==> config.mk <==
export PLATFORM = sky130hd
export DESIGN_NAME = div_unit
export DESIGN_NICKNAME = d
export VERILOG_FILES = /design/src/rtl/div_unit.sv
export SDC_FILE = /design/constraint.sdc
export NUM_CORES = 1
export LEC_CHECK = 0
export ABC_AREA = 1
export CORE_AREA = 10 10 378 417
export DETAILED_ROUTE_END_ITERATION = 16
export DIE_AREA = 0 0 388 427
export GPL_TIMING_DRIVEN = 0
export PLACE_DENSITY = 0.39
export SETUP_SLACK_MARGIN = 0.05
export SYNTH_ARGS = -nofsm -noshare
export SYNTH_HDL_FRONTEND = slang
export SYNTH_SLANG_ARGS = --single-unit
export TNS_END_PERCENT = 10
==> constraint.sdc <==
create_clock -name clk_i -period 2.6 [get_ports clk_i]
set_input_delay 0.52 -clock clk_i [delete_from_list [all_inputs] [get_ports clk_i]]
set_output_delay 0.52 -clock clk_i [all_outputs]
set_load 0.1 [all_outputs]
==> src/rtl/div_unit.sv <==
// Iterative RV64M divide/remainder unit (DIV/DIVU/REM/REMU + W forms).
// Restoring division, one quotient bit per CALC cycle, valid/ready on both sides.
module div_unit #(
  parameter int XLEN = 64
) (
  input  logic            clk_i,
  input  logic            rst_ni,
  input  logic            flush_i,
  input  logic            req_valid_i,
  output logic            req_ready_o,
  input  logic [1:0]      req_op_i,
  input  logic            req_word_i,
  input  logic [XLEN-1:0] src1_i,
  input  logic [XLEN-1:0] src2_i,
  output logic            rsp_valid_o,
  input  logic            rsp_ready_i,
  output logic [XLEN-1:0] rslt_o,
  output logic            busy_o
);

  typedef enum logic [2:0] {
    S_IDLE = 3'd0,
    S_PREP = 3'd1,
    S_CALC = 3'd2,
    S_FIX  = 3'd3,
    S_DONE = 3'd4
  } state_e;

  state_e r_state, w_next;

  logic [1:0]      r_op;
  logic            r_word;
  logic [XLEN-1:0] r_a, r_b;
  logic [XLEN-1:0] r_rem, r_quo, r_div;
  logic [6:0]      r_cnt;
  logic            r_sq, r_sr;
  logic [XLEN-1:0] r_rslt;

  logic            w_accept;
  logic            w_signed;
  logic [XLEN-1:0] w_a_ext, w_b_ext, w_a_abs, w_b_abs, w_a_sx;
  logic            w_s1, w_s2;
  logic            w_b_zero, w_ovf, w_special;
  logic [XLEN-1:0] w_spec_rslt;
  logic [XLEN:0]   w_shift_rem;
  logic            w_ge;
  logic [XLEN-1:0] w_trial;
  logic [XLEN-1:0] w_q_fix, w_r_fix, w_sel, w_fix;

  assign w_accept = (r_state == S_IDLE) && req_valid_i && !flush_i;
  assign w_signed = ~r_op[0];

  // Operand preparation: W forms reinterpret the low 32 bits at 32-bit width.
  assign w_a_ext  = r_word ? {{32{w_signed & r_a[31]}}, r_a[31:0]} : r_a;
  assign w_b_ext  = r_word ? {{32{w_signed & r_b[31]}}, r_b[31:0]} : r_b;
  assign w_s1     = w_signed & w_a_ext[XLEN-1];
  assign w_s2     = w_signed & w_b_ext[XLEN-1];
  assign w_a_abs  = w_s1 ? (~w_a_ext + 1'b1) : w_a_ext;
  assign w_b_abs  = w_s2 ? (~w_b_ext + 1'b1) : w_b_ext;
  assign w_a_sx   = r_word ? {{32{r_a[31]}}, r_a[31:0]} : r_a;

  assign w_b_zero = r_word ? (r_b[31:0] == 32'd0) : (r_b == '0);
  assign w_ovf    = w_signed && (r_word
                    ? (r_a[31:0] == 32'h8000_0000 && r_b[31:0] == 32'hFFFF_FFFF)
                    : (r_a == {1'b1, {(XLEN-1){1'b0}}} && r_b == '1));
  assign w_special = w_b_zero || w_ovf;

  always_comb begin
    w_spec_rslt = '0;
    if (w_b_zero) w_spec_rslt = r_op[1] ? w_a_sx : '1;
    else          w_spec_rslt = r_op[1] ? '0 : w_a_sx;
  end

  // Trial subtraction; the shifted remainder can exceed 64 bits by one,
  // but when it is kept the difference is below the divisor and fits.
  assign w_shift_rem = {r_rem, r_quo[XLEN-1]};
  assign w_ge        = w_shift_rem >= {1'b0, r_div};
  assign w_trial     = w_shift_rem[XLEN-1:0] - r_div;

  assign w_q_fix = (w_signed && r_sq) ? (~r_quo + 1'b1) : r_quo;
  assign w_r_fix = (w_signed && r_sr) ? (~r_rem + 1'b1) : r_rem;
  assign w_sel   = r_op[1] ? w_r_fix : w_q_fix;
  assign w_fix   = r_word ? {{32{w_sel[31]}}, w_sel[31:0]} : w_sel;

  always_ff @(posedge clk_i or negedge rst_ni) begin
    if (!rst_ni) r_state <= S_IDLE;
    else         r_state <= w_next;
  end

  always_comb begin
    w_next = r_state;
    case (r_state)
      S_IDLE: if (w_accept) w_next = S_PREP;
      S_PREP: w_next = w_special ? S_DONE : S_CALC;
      S_CALC: if (r_cnt == 7'd1) w_next = S_FIX;
      S_FIX:  w_next = S_DONE;
      S_DONE: if (rsp_ready_i) w_next = S_IDLE;
      default: w_next = S_IDLE;
    endcase
    if (flush_i) w_next = S_IDLE;
  end

  always_ff @(posedge clk_i or negedge rst_ni) begin
    if (!rst_ni) begin
      r_op   <= '0;
      r_word <= 1'b0;
      r_a    <= '0;
      r_b    <= '0;
      r_rem  <= '0;
      r_quo  <= '0;
      r_div  <= '0;
      r_cnt  <= '0;
      r_sq   <= 1'b0;
      r_sr   <= 1'b0;
      r_rslt <= '0;
    end else begin
      case (r_state)
        S_IDLE: if (w_accept) begin
          r_op   <= req_op_i;
          r_word <= req_word_i;
          r_a    <= src1_i;
          r_b    <= src2_i;
        end
        S_PREP: begin
          if (w_special) begin
            r_rslt <= w_spec_rslt;
          end else begin
            r_rem <= '0;
            // W dividend goes to the top half so bits shift out MSB first.
            r_quo <= r_word ? {w_a_abs[31:0], 32'd0} : w_a_abs;
            r_div <= w_b_abs;
            r_cnt <= r_word ? 7'd32 : 7'd64;
            r_sq  <= w_s1 ^ w_s2;
            r_sr  <= w_s1;
          end
        end
        S_CALC: begin
          r_rem <= w_ge ? w_trial : w_shift_rem[XLEN-1:0];
          r_quo <= {r_quo[XLEN-2:0], w_ge};
          r_cnt <= r_cnt - 7'd1;
        end
        S_FIX: r_rslt <= w_fix;
        default: ;
      endcase
    end
  end

  assign req_ready_o = (r_state == S_IDLE);
  assign rsp_valid_o = (r_state == S_DONE);
  assign busy_o      = (r_state != S_IDLE);
  assign rslt_o      = r_rslt;

endmodule

Yosys cells after proc, flatten, opt, wreduce, memory -nomap -nowiden
Cells that the tools add are included.
Storage, ports and cells
  bits of input ports: 136
  register bits: 399
  output and inout bits: 67
  word-level logic and storage cells: 95
Cells by class
  muxes and demuxes: 31
  add/subtract/negate cells: 6
  eq/ne operators: 14
  bitwise logic cells: 11
  order comparisons: 1
  reduce and logical (&&, ||, !) cells: 20
Operators by type and width (number)
  64-bit 2-to-1 mux: 17
  64-bit case mux with 2 select lines: 3
  64-bit by 1-bit adder with 64-bit output, second input constant: 4
  64-bit NOT: 4
  64-bit == test, second input constant: 2
  65-bit by 64-bit greater-or-equal comparator with 1-bit output: 1
  32-bit == test, second input constant: 2
  64-bit logical NOT: 1
  64-bit subtractor: 1
  32-bit logical NOT: 1
  3-bit 2-to-1 mux: 5
  3-bit case mux with 5 select lines: 1
  7-bit 2-to-1 mux: 2
  7-bit case mux with 2 select lines: 1
  2-bit AND reduction: 4
  7-bit by 1-bit == test with 1-bit output, second input constant: 1
  1-bit logical AND: 7
  7-bit by 1-bit subtractor with 7-bit output, second input constant: 1
  3-bit by 2-bit == test with 1-bit output, second input constant: 2
  3-bit by 2-bit != test with 1-bit output, second input constant: 2
  1-bit AND: 4
  2-bit != test, second input constant: 2
  2-bit nonzero test: 2
  3-bit by 1-bit == test with 1-bit output, second input constant: 1
  other kinds (10): 12

Longest topological paths before layout
Gate-level depths: netlist of the first run.
  depth in word-level cells: 9
  mapped depth: 20
  depth with buffers taken out: 19

Worst setup path before layout of the first run
Ideal clock, no wire load.
  path type: flip-flop to output port
  start point: reg r_state[2]
  end point: out busy_o
  path buffers: 0
  setup slack: -1.769 ns
  required time: 2.080 ns
  cell stages (with the launch flop): 3
  arrival time: 3.849 ns
  cells stage by stage: dfrtp_1 > nor3_1 > inv_1
Between the ends
  word-level cells in the longest chain between the ends: 1
RTL lines
  from (decl): line 29  | state_e r_state, w_next;
  from (signal assigned): line 87  | else r_state <= w_next;
  3-bit nonzero test: line 150  | assign busy_o = (r_state != S_IDLE);
  to (decl): line 18  | output logic busy_o
No other way between the ends.

Worst setup path in the final report of the first run
  start point: reg r_op[0]
  end point: reg r_rslt[13], in the netlist rslt_o[13]
Between the ends
  word-level cells in the longest chain between the ends: 6
  elaborated cells between the ends (all ways): 12
RTL lines
  from (decl): line 31  | logic [1:0] r_op;
  from (signal assigned): line 119  | r_op <= req_op_i;
  1-bit NOT (*): line 51  | assign w_signed = ~r_op[0];
  1-bit logical AND, on equally long branches: line 80, 81
  64-bit 2-to-1 mux, on equally long branches: line 80, 81
  64-bit 2-to-1 mux: line 82  | assign w_sel = r_op[1] ? w_r_fix : w_q_fix;
  64-bit 2-to-1 mux: line 83  | assign w_fix = r_word ? {{32{w_sel[31]}}, w_sel[31:0]} : w_sel;
  64-bit case mux with 2 select lines: line 117  | case (r_state)
  to (signal assigned): line 126  | r_rslt <= w_spec_rslt;
  to (signal assigned): line 142  | S_FIX: r_rslt <= w_fix;
  to (decl): line 37  | logic [XLEN-1:0] r_rslt;
Mark *: on every way between the ends. The rest lies on a longest branch, timed or not.
A chain may end at the register's enable or synchronous reset.

==> results of run 1 <==
## routing by layer
| metal | GRT usage | wire length, um |
|---|---|---|
| met5 | 0 | 13 |
| met2 | 0.399 | 96000 |
| met1 | 0.332 | 96800 |
| met3 | 0.0343 | 11900 |
| met4 | 0.0720 | 7270 |
## kinds of logic after synthesis
logic type                 Yosys count
muxes                               10
xor gates and xnor gates           106
buffers and inverters              885
DFF                                399
and+or+nand+nor                   3447
adders and majority gates           72
AOI/OAI and AO/OA                  767
## cell type report
cell class / instances / area [um^2] / area share
diodes: 7 / 17.5 / 0.000378
plain buffers: 206 / 1700 / 0.0366
clock buffers: 67 / 1430 / 0.0309
clock inverters: 18 / 249 / 0.00537
inverters: 678 / 2600 / 0.0561
multi-input cells: 4403 / 23500 / 0.508
flip-flops and latches: 399 / 10100 / 0.217
well taps: 1963 / 2460 / 0.0530
repair buffers: 412 / 4290 / 0.0925
## flip-flops by register name, summed over array words and instances (netlist names)
signal	cells
r_cnt	7
r_sr	1
r_op	2
r_div	64
r_state	3
r_sq	1
r_quo	64
r_a	64
r_word	1
rslt_o	64
r_b	64
r_rem	64
## stage by stage
stage	setup TNS [ns]	cell area, um^2	power (uW)	utilization
2_1_floorplan	0	34100	39900	-
3_3_place_gp	-7964.85	38500	58200	0.259
3_5_place_dp	-406.33	38600	58200	0.259
4_1_cts	-29.28	44300	71700	0.298
5_1_grt	-40.45	46300	79700	0.311
6_report	-22.34	46400	75100	0.311
## path summary, 6_finish.rpt
path / from / endpoint / slack (ns) / cells after the start
min in group clk_i: src2_i[62] / r_b[62]$_DFFE_PN0P_ / 0.42 / 3
setup / recovery: r_op[0]$_DFFE_PN0P_ / rslt_o[13]$_DFFE_PN0P_ / -0.24 / 8
hold / removal: rst_ni / rslt_o[24]$_DFFE_PN0P_ / 0.39 / 2
setup reg to reg: r_op[0]$_DFFE_PN0P_ / rslt_o[13]$_DFFE_PN0P_ / -0.24 / 8
hold reg to reg: rslt_o[33]$_DFFE_PN0P_ / rslt_o[33]$_DFFE_PN0P_ / 0.48 / 2
max in group asynchronous: rst_ni / r_div[15]$_DFFE_PN0N_ / 0.33 / 5
## layout by cell type (no fill, tap or decap), drive strengths merged, types with 38 or more instances in the layout
cell type / instances
a21oi: 219
buf: 314
clkbuf: 169
clkdlybuf4s50: 134
dfrtp: 399
dlygate4sd2: 42
ha: 71
inv: 675
nand2: 1964
nand3: 563
nand3b: 47
nand4: 91
nor2: 687
nor3: 71
o21ai: 457
xnor2: 38
xor2: 68
## what timing repair did
action,CTS,global route
pin swaps,61,109
endpoints found under the setup margin,466,426
cloned,14,15
hold endpoints to repair,68,0
gates resized for setup,803,467
hold buffers,1,0
setup buffers,141,38
## power breakdown
part	leakage, uW	internal, uW	switching (uW)
Sequential	0.00496	8780	3690
Clock	0.000836	4270	3230
Combinational	0.0169	17300	37800
Total	0.0227	30300	44700
==> results_dict.tcl, run 1 <==
set metrics [dict create \
    crit_buf_inv 4 \
    nFillCells 16700 \
    dp_slack_ns -1.48 \
    worstMarginPinSlew_ns 1.09 \
    h-tree-depth 2 \
    cts.clk_slew.worst_paths_ns 0.06 \
    port_buffers 202 \
    die_h_um 427 \
    ant_nets 0 \
    firstDrtPassIters 6 \
    synth_fp_nets 5894 \
    cts_tree "done" \
    clock_path_buffers 3 \
    skew_ns 0.0306 \
    grt_use_total 0.244 \
    grt-ovfl-total 0 \
    ys.flop_type "dfrtp_1" \
    critical_path_class "flop to flop" \
    cpPeakStageDelay_ns 0.81 \
    max_freq_mhz 352 \
    synth_simple_gate_area_frac 0.425 \
    fin_nets 6357 \
    drc_errors 0 \
    ys_seq_area_frac 0.293 \
    post-dp-hpwl_um 173000 \
    power_per_cell_area_mw_per_mm2 1620 \
    power.leakage_uw 0.0227 \
    peakVddDrop_mv 0.929 \
    end_kind "flop" \
    rsz0062_at_grt "true" \
    drive_gt1_frac 0.194 \
    hp-class "primary input to asynchronous set/reset pin" \
    synthesis.area_mm2 0.0340 \
    violations "setup timing" \
    grt_pass1_vias 39000 \
    globalplace.congestion 0.960 \
    cp_cell_sequence "inv_6 -> nand2_4 -> inv_4 -> clkbuf_4 -> clkbuf_8 -> a21oi_1 -> o211ai_1 -> nand3_2" \
    yosys.area_share.xor_xnor 0.0273 \
    ys_types 54 \
    insertion_delay_ns 0.68 \
    cts_root_buf "clkbuf_16" \
    max_cap_violations 0 \
    areaGrowthSynthToFinish_pct 36.2 \
    yosys.cell_count.top_type "nand2_1" \
    ios 203 \
    drt_iter0_drc 3790 \
    syn_inst 5686 \
    final_hold_viol_count 0 \
    grt_pass1_wl_um 294000 \
    synth_seq_cells 399 \
    wire_per_inst_um 26.0 \
    core-area_mm2 0.149 \
    fin_crit_ns 2.84 \
    muxShareOfSynthArea 0.00331 \
    synthArstFlopShare 1.00 \
    yosys_warnings 0 \
    synth_top_family_by_area "simple AND/OR/NAND/NOR gates" \
    fin_crit_sh 1.09 \
    synth_compound_area_frac 0.119 \
    arrival_ns 3.34 \
    cts_sinks 399 \
    rows 149 \
    startpoint_type "flop" \
    cts_buffers 49 \
    worst_slack_ns -0.239 \
    hold-worst-slack_ns 0.394 \
    grt_max_degree 98 \
    via_per_inst 4.98 \
    synth-adder-area-share 0.0267 \
    synthTopCellsByCount "nand2_1, nor2_1, inv_1" \
    required_ns 3.10 \
    setup_viol 242 \
    final_cells 8153 \
    antenna_found_initial 10 \
    initial_utilization 0.229 \
    maxSlewHeadroom 0.273 \
    synth_top_cell_by_area "dfrtp_1" \
    die_w_um 388 \
    crit_path_max_fanout 10 \
    synth.avg_cell_area_um2 5.99 \
    vias 40600 \
    synthTopCellsByArea "dfrtp_1, nand2_1, nand3_1" \
    synth_edf_count 0 \
    wl_um 212000 \
    synth_top_area_share 0.293 \
    status "complete, but fails checks" \
    cp_top_family "compound AO/OA/AOI/OAI gates" \
    slew_viol_final 0 \
    cp_slowest_cell "o211ai_1" \
    dp_cells 7855 \
    die_area_mm2 0.166 \
]
Note: power is estimated with default switching activity, not from simulation.
==> inputs of run 2 (changes only) <==
Settings changed: CELL_PAD_IN_SITES_DETAIL_PLACEMENT set to 1, CELL_PAD_IN_SITES_GLOBAL_PLACEMENT set to 1, PLACE_DENSITY 0.39 to 0.5.
==> results_dict.tcl, run 2 (same netlist as run 1, synthesis figures left out) <==
set metrics [dict create \
    ios 203 \
    route.met3.wl_um 9680 \
    via_per_inst 5.02 \
    drc_errors 0 \
    die_area_mm2 0.166 \
    status "complete, but fails checks" \
    grt_use_total 0.263 \
    p_seq_frac 0.162 \
    cts.clk_slew.worst_paths_ns 0.06 \
    antenna_found_initial 8 \
    grt-ovfl-total 0 \
    violations "setup timing" \
    insertion_delay_ns 0.68 \
    grt_max_degree 98 \
    fin_nets 6308 \
    p_comb_frac 0.743 \
    end_kind "flop" \
    cpPeakStageDelay_ns 0.42 \
    rows 149 \
    peakVddDrop_mv 0.974 \
    hold-worst-slack_ns 0.338 \
    crit_buf_inv 7 \
    drive_gt1_frac 0.187 \
    drt_iter0_drc 3193 \
    initial_utilization 0.229 \
    grt_pass1_vias 40800 \
    wl_met1_um 101000 \
    finalInstanceArea_mm2 0.0462 \
    port_buffers 202 \
    max_cap_violations 0 \
    max_freq_mhz 344 \
    met2RoutedLength_um 104000 \
    post-dp-hpwl_um 188000 \
    die_h_um 427 \
    highest_layer "met5" \
    power.leakage_uw 0.0223 \
    hp-class "primary input to asynchronous set/reset pin" \
    cp_common_cell "buf_12" \
    clock_path_buffers 3 \
    grt_pass1_wl_um 316000 \
    cts_root_buf "clkbuf_16" \
    p_sw_frac 0.609 \
    crit_path_max_fanout 7 \
    cp_slowest_cell "dfrtp_1" \
    power.switching_uw 47700 \
    wire_per_inst_um 28.0 \
    fin_crit_ns 2.91 \
    layout_commonest_cell "nand2_1" \
    rsz0062_at_grt "true" \
    place_area_mm2 0.0386 \
    setup_viol 280 \
    die_w_um 388 \
    final_hold_viol_count 0 \
    cts_sinks 399 \
    fin_crit_sh 1.12 \
    critical_path_class "flop to flop" \
    power_per_cell_area_mw_per_mm2 1700 \
    maxSlewHeadroom 0.262 \
    skew_ns 0.0280 \
    clockPowerShare 0.096 \
    rr_endpoint "r_rem[21]$_DFFE_PN0P_" \
    cts_buffers 52 \
    internal_power_uw 30600 \
    required_ns 3.16 \
    cp_cell_sequence "clkinvlp_4 -> ha_4 -> buf_6 -> nand2_4 -> inv_4 -> nand3_4 -> nor3_4 -> nand4_1 -> nand2_2 -> nor3_4 -> buf_12 -> nand2_8 -> buf_12 -> buf_12 -> buf_16 -> nand2_4 -> nand3_2 -> nand2_1" \
    vias 40700 \
    startpoint_type "flop" \
    wl_um 227000 \
    cp_top_family "buffers and inverters" \
    mostFrequentLayoutCells "nand2_1, inv_1, nor2_1" \
    areaGrowthSynthToFinish_pct 35.6 \
    arrival_ns 3.47 \
    globalplace.congestion 0.964 \
    worstMarginPinSlew_ns 1.11 \
    worst_slack_ns -0.308 \
    h-tree-depth 2 \
    rr_startpoint "r_div[2]$_DFFE_PN0N_" \
    reg2regPathDepth 18 \
    slew_viol_final 0 \
    cts_tree "done" \
    ant_nets 0 \
    rrSetupSlack_ns -0.31 \
    firstDrtPassIters 5 \
    core-area_mm2 0.149 \
]
## run 2: changes by cell type in the layout (fill, tap and decap cells not counted), sizes merged, moves of 4 or more
cell           delta
clkinv            +8
bufinv            -4
clkdlybuf4s50    +26
dlygate4sd2      -38
buf              -45
clkinvlp          +6
inv               -8
clkdlybuf4s15     +7
dlymetal6s2s      +5
diode             -4
## run 2: power by group through the flow
| stage | Combinational (uW) | Sequential (uW) | Clock (uW) |
|---|---|---|---|
| final | 58100 | 12700 | 7500 |
| after global routing | 62200 | 12900 | 7930 |
| after CTS | 53500 | 12600 | 7700 |
| after detailed placement | 47500 | 12400 | 0 |
| after global placement | 47300 | 12400 | 0 |
| after floorplan | 26200 | 13700 | 0 |
## run 2: worst max path at each step
stage / endpoint / from / cells past startpoint
final: r_rem[21]$_DFFE_PN0P_ / r_div[2]$_DFFE_PN0N_ / 18
after CTS: r_rem[14]$_DFFE_PN0P_ / r_div[2]$_DFFE_PN0N_ / 17
after floorplan: r_a[63]$_DFFE_PN0P_ / r_state[2]$_DFFE_PN0P_ / 5
after global routing: r_rem[21]$_DFFE_PN0P_ / r_div[2]$_DFFE_PN0N_ / 20
after detailed placement: r_a[7]$_DFFE_PN0P_ / flush_i / 7
after global placement: r_b[35]$_DFFE_PN0P_ / rst_ni / 1
## run 2: per-layer routing
metal  global-route usage  vias up
met3               0.0271      341
li1                     -    19100
met4                0.108        4
met2                0.439     1120
met5                    0        -
met1                0.345    20200
## run 2: layout make-up
cell class                 count  area, um^2
antenna                        3        7.51
clock buffer                  76        1540
clock inverter                20         168
inverter                     678        2620
timing repair buffer         362        3890
fill                       18700      103000
sequential                   399       10000
buffer                       205        1680
tap                         1963        2460
multi-input combinational   4402       23700
## run 2: per-stage QoR
stage	worst slack, ns	power [uW]	instances	TNS [ns]	utilization
3_5_place_dp	-1.46	59900	7855	-456.16	0.259
5_1_grt	-0.358	82900	8105	-57.11	0.310
2_1_floorplan	0.0889	39900	5686	0	-
4_1_cts	-0.363	73800	8038	-69.25	0.293
6_report	-0.308	78300	8108	-38.63	0.310
3_3_place_gp	-19.66	59700	7851	-8267.54	0.259
## run 2: what timing repair did
item,CTS,global route
hold endpoints to repair,36,0
hold buffers,1,0
buffers inserted,78,61
gates resized for setup,660,631
cloned,10,9
pin swaps,42,101
setup endpoints to repair,466,440
==> inputs of run 3 (changes only) <==
Settings changed: CORE_AREA 10 10 378 417 to 2 2 370 409, DIE_AREA 0 0 388 427 to 0 0 372 411, PLACE_DENSITY 0.5 to 0.57.
Clock period 2.6 ns to 2.7 ns, I/O delays scaled along.
==> results_dict.tcl, run 3 (same netlist as run 1, synthesis figures left out) <==
set metrics [dict create \
    port_buffers 202 \
    power_per_cell_area_mw_per_mm2 1580 \
    status "complete, but fails checks" \
    firstDrtPassIters 6 \
    dp_slack_ns -1.44 \
    grt_max_degree 108 \
    arrival_ns 3.36 \
    nFillCells 18800 \
    areaGrowthSynthToFinish_pct 32.0 \
    critical_path_class "flop to flop" \
    crit_path_start "r_b[61]$_DFFE_PN0P_" \
    drt_iter0_drc 3464 \
    insertion_delay_ns 0.69 \
    via_per_inst 5.06 \
    drc_errors 0 \
    cp_slowest_cell "dfrtp_1" \
    peakVddDrop_mv 1.03 \
    drive_gt1_frac 0.171 \
    fin_tns_setup_ns -11.13 \
    max_cap_violations 0 \
    die_h_um 411 \
    rsz0062_at_grt "true" \
    layout_commonest_cell "nand2_1" \
    post-dp-hpwl_um 172000 \
    hold_start "src2_i[48]" \
    cp_common_cell "nand2_1" \
    cp_cell_sequence "nor2_1 -> nand3_1 -> nor2_1 -> nand2_1 -> o21ai_2 -> nand4_4 -> nand2_4 -> nand2_8 -> nand2_8 -> inv_8 -> buf_16 -> buf_12 -> nand2_1 -> nand2_1" \
    slew_viol_final 0 \
    startpoint_type "flop" \
    skew_ns 0.0636 \
    grt-ovfl-total 0 \
    finalInstanceArea_mm2 0.0449 \
    vias 40900 \
    required_ns 3.21 \
    seq_area_mm2 0.0101 \
    multi_input_area_mm2 0.0230 \
    grt_pass1_vias 40900 \
    max_freq_mhz 351 \
    crit_path_max_fanout 10 \
    place_area_mm2 0.0386 \
    wl_um 210000 \
    hp-class "primary input to flop" \
    dp_cells 7854 \
    fin_nets 6286 \
    h-tree-depth 2 \
    ios 203 \
    grt_pass1_wl_um 296000 \
    clock_path_buffers 3 \
    rr_startpoint "r_b[61]$_DFFE_PN0P_" \
    ant_nets 0 \
    wire_per_inst_um 26.0 \
    mostFrequentLayoutCells "nand2_1, inv_1, nor2_1" \
    core-area_mm2 0.149 \
    die_w_um 372 \
    rows 149 \
    grt_use_total 0.268 \
    final_cells 8085 \
    antenna_found_initial 7 \
    violations "setup timing" \
    worstMarginPinSlew_ns 1.05 \
    cts_root_buf "clkbuf_16" \
    power.leakage_uw 0.0218 \
    globalplace.congestion 0.969 \
    initial_utilization 0.229 \
    fin_crit_sh 1.06 \
    worst_slack_ns -0.150 \
    cts.clk_slew.worst_paths_ns 0.07 \
    setup_viol 175 \
    maxSlewHeadroom 0.300 \
    cpPeakStageDelay_ns 0.52 \
    die_area_mm2 0.153 \
    cts_tree "done" \
    end_kind "flop" \
    final_hold_viol_count 0 \
    cts_sinks 399 \
    utilization 0.302 \
    cts_buffers 48 \
    fin_crit_ns 2.85 \
]
## run 3: what timing repair did
action / in CTS / in global routing
endpoints found under the setup margin: 466 / 305
hold buffers: 2 / 0
buffers inserted: 104 / 23
endpoints found under the hold margin: 51 / 0
pin swaps: 87 / 49
gates cloned: 11 / 5
resized for setup: 686 / 408
## run 3: worst paths after layout
check,endpoint,slack (ns),cells past startpoint
setup reg to reg,rslt_o[55]$_DFFE_PN0P_,-0.15,14
hold reg to reg,rslt_o[47]$_DFFE_PN0P_,0.48,2
hold / removal,r_b[48]$_DFFE_PN0P_,0.42,3
min in group asynchronous,r_rem[16]$_DFFE_PN0P_,0.43,2
setup / recovery,rslt_o[55]$_DFFE_PN0P_,-0.15,14
max in group asynchronous,r_div[6]$_DFFE_PN0N_,0.36,5
## run 3: final cells by class
| type | instances | area share |
|---|---|---|
| inverters | 678 | 0.0578 |
| clock inverters | 31 | 0.00938 |
| well taps | 1963 | 0.0546 |
| flip-flops and latches | 399 | 0.224 |
| plain buffers | 205 | 0.0356 |
| clock buffers | 58 | 0.0287 |
| repair buffers | 344 | 0.0787 |
| diodes | 5 | 0.000278 |
| multi-input cells | 4402 | 0.511 |
## run 3: routing by layer
metal / part of all wire / GRT usage / vias up
met1: 0.45 / 0.364 / 20300
li1: - / - / 19000
met4: 0.050 / 0.117 / 4
met3: 0.053 / 0.0290 / 327
met2: 0.45 / 0.427 / 1257
met5: 0.00013 / 0 / -
## run 3: metrics by stage
stage,total power [uW],hold WS [ns]
floorplan,38400,0.244
global placement,56100,0.467
detailed placement,56400,0.469
CTS,69000,0.379
global route,75500,0.416
finish,71100,0.417
## run 3: critical path, delay by kind of cell, from the launching register on
family	cells	cell delay, ns
buffers and inverters	3	0.38
AND/OR/NAND/NOR	10	1.22
AO/OA/AOI/OAI	1	0.50
flip-flops	1	0.52
## run 3: report_power, final
part,internal (uW),switching (uW)
Sequential,8440,3900
Combinational,15500,35900
Clock,4140,3190
Total,28100,43000
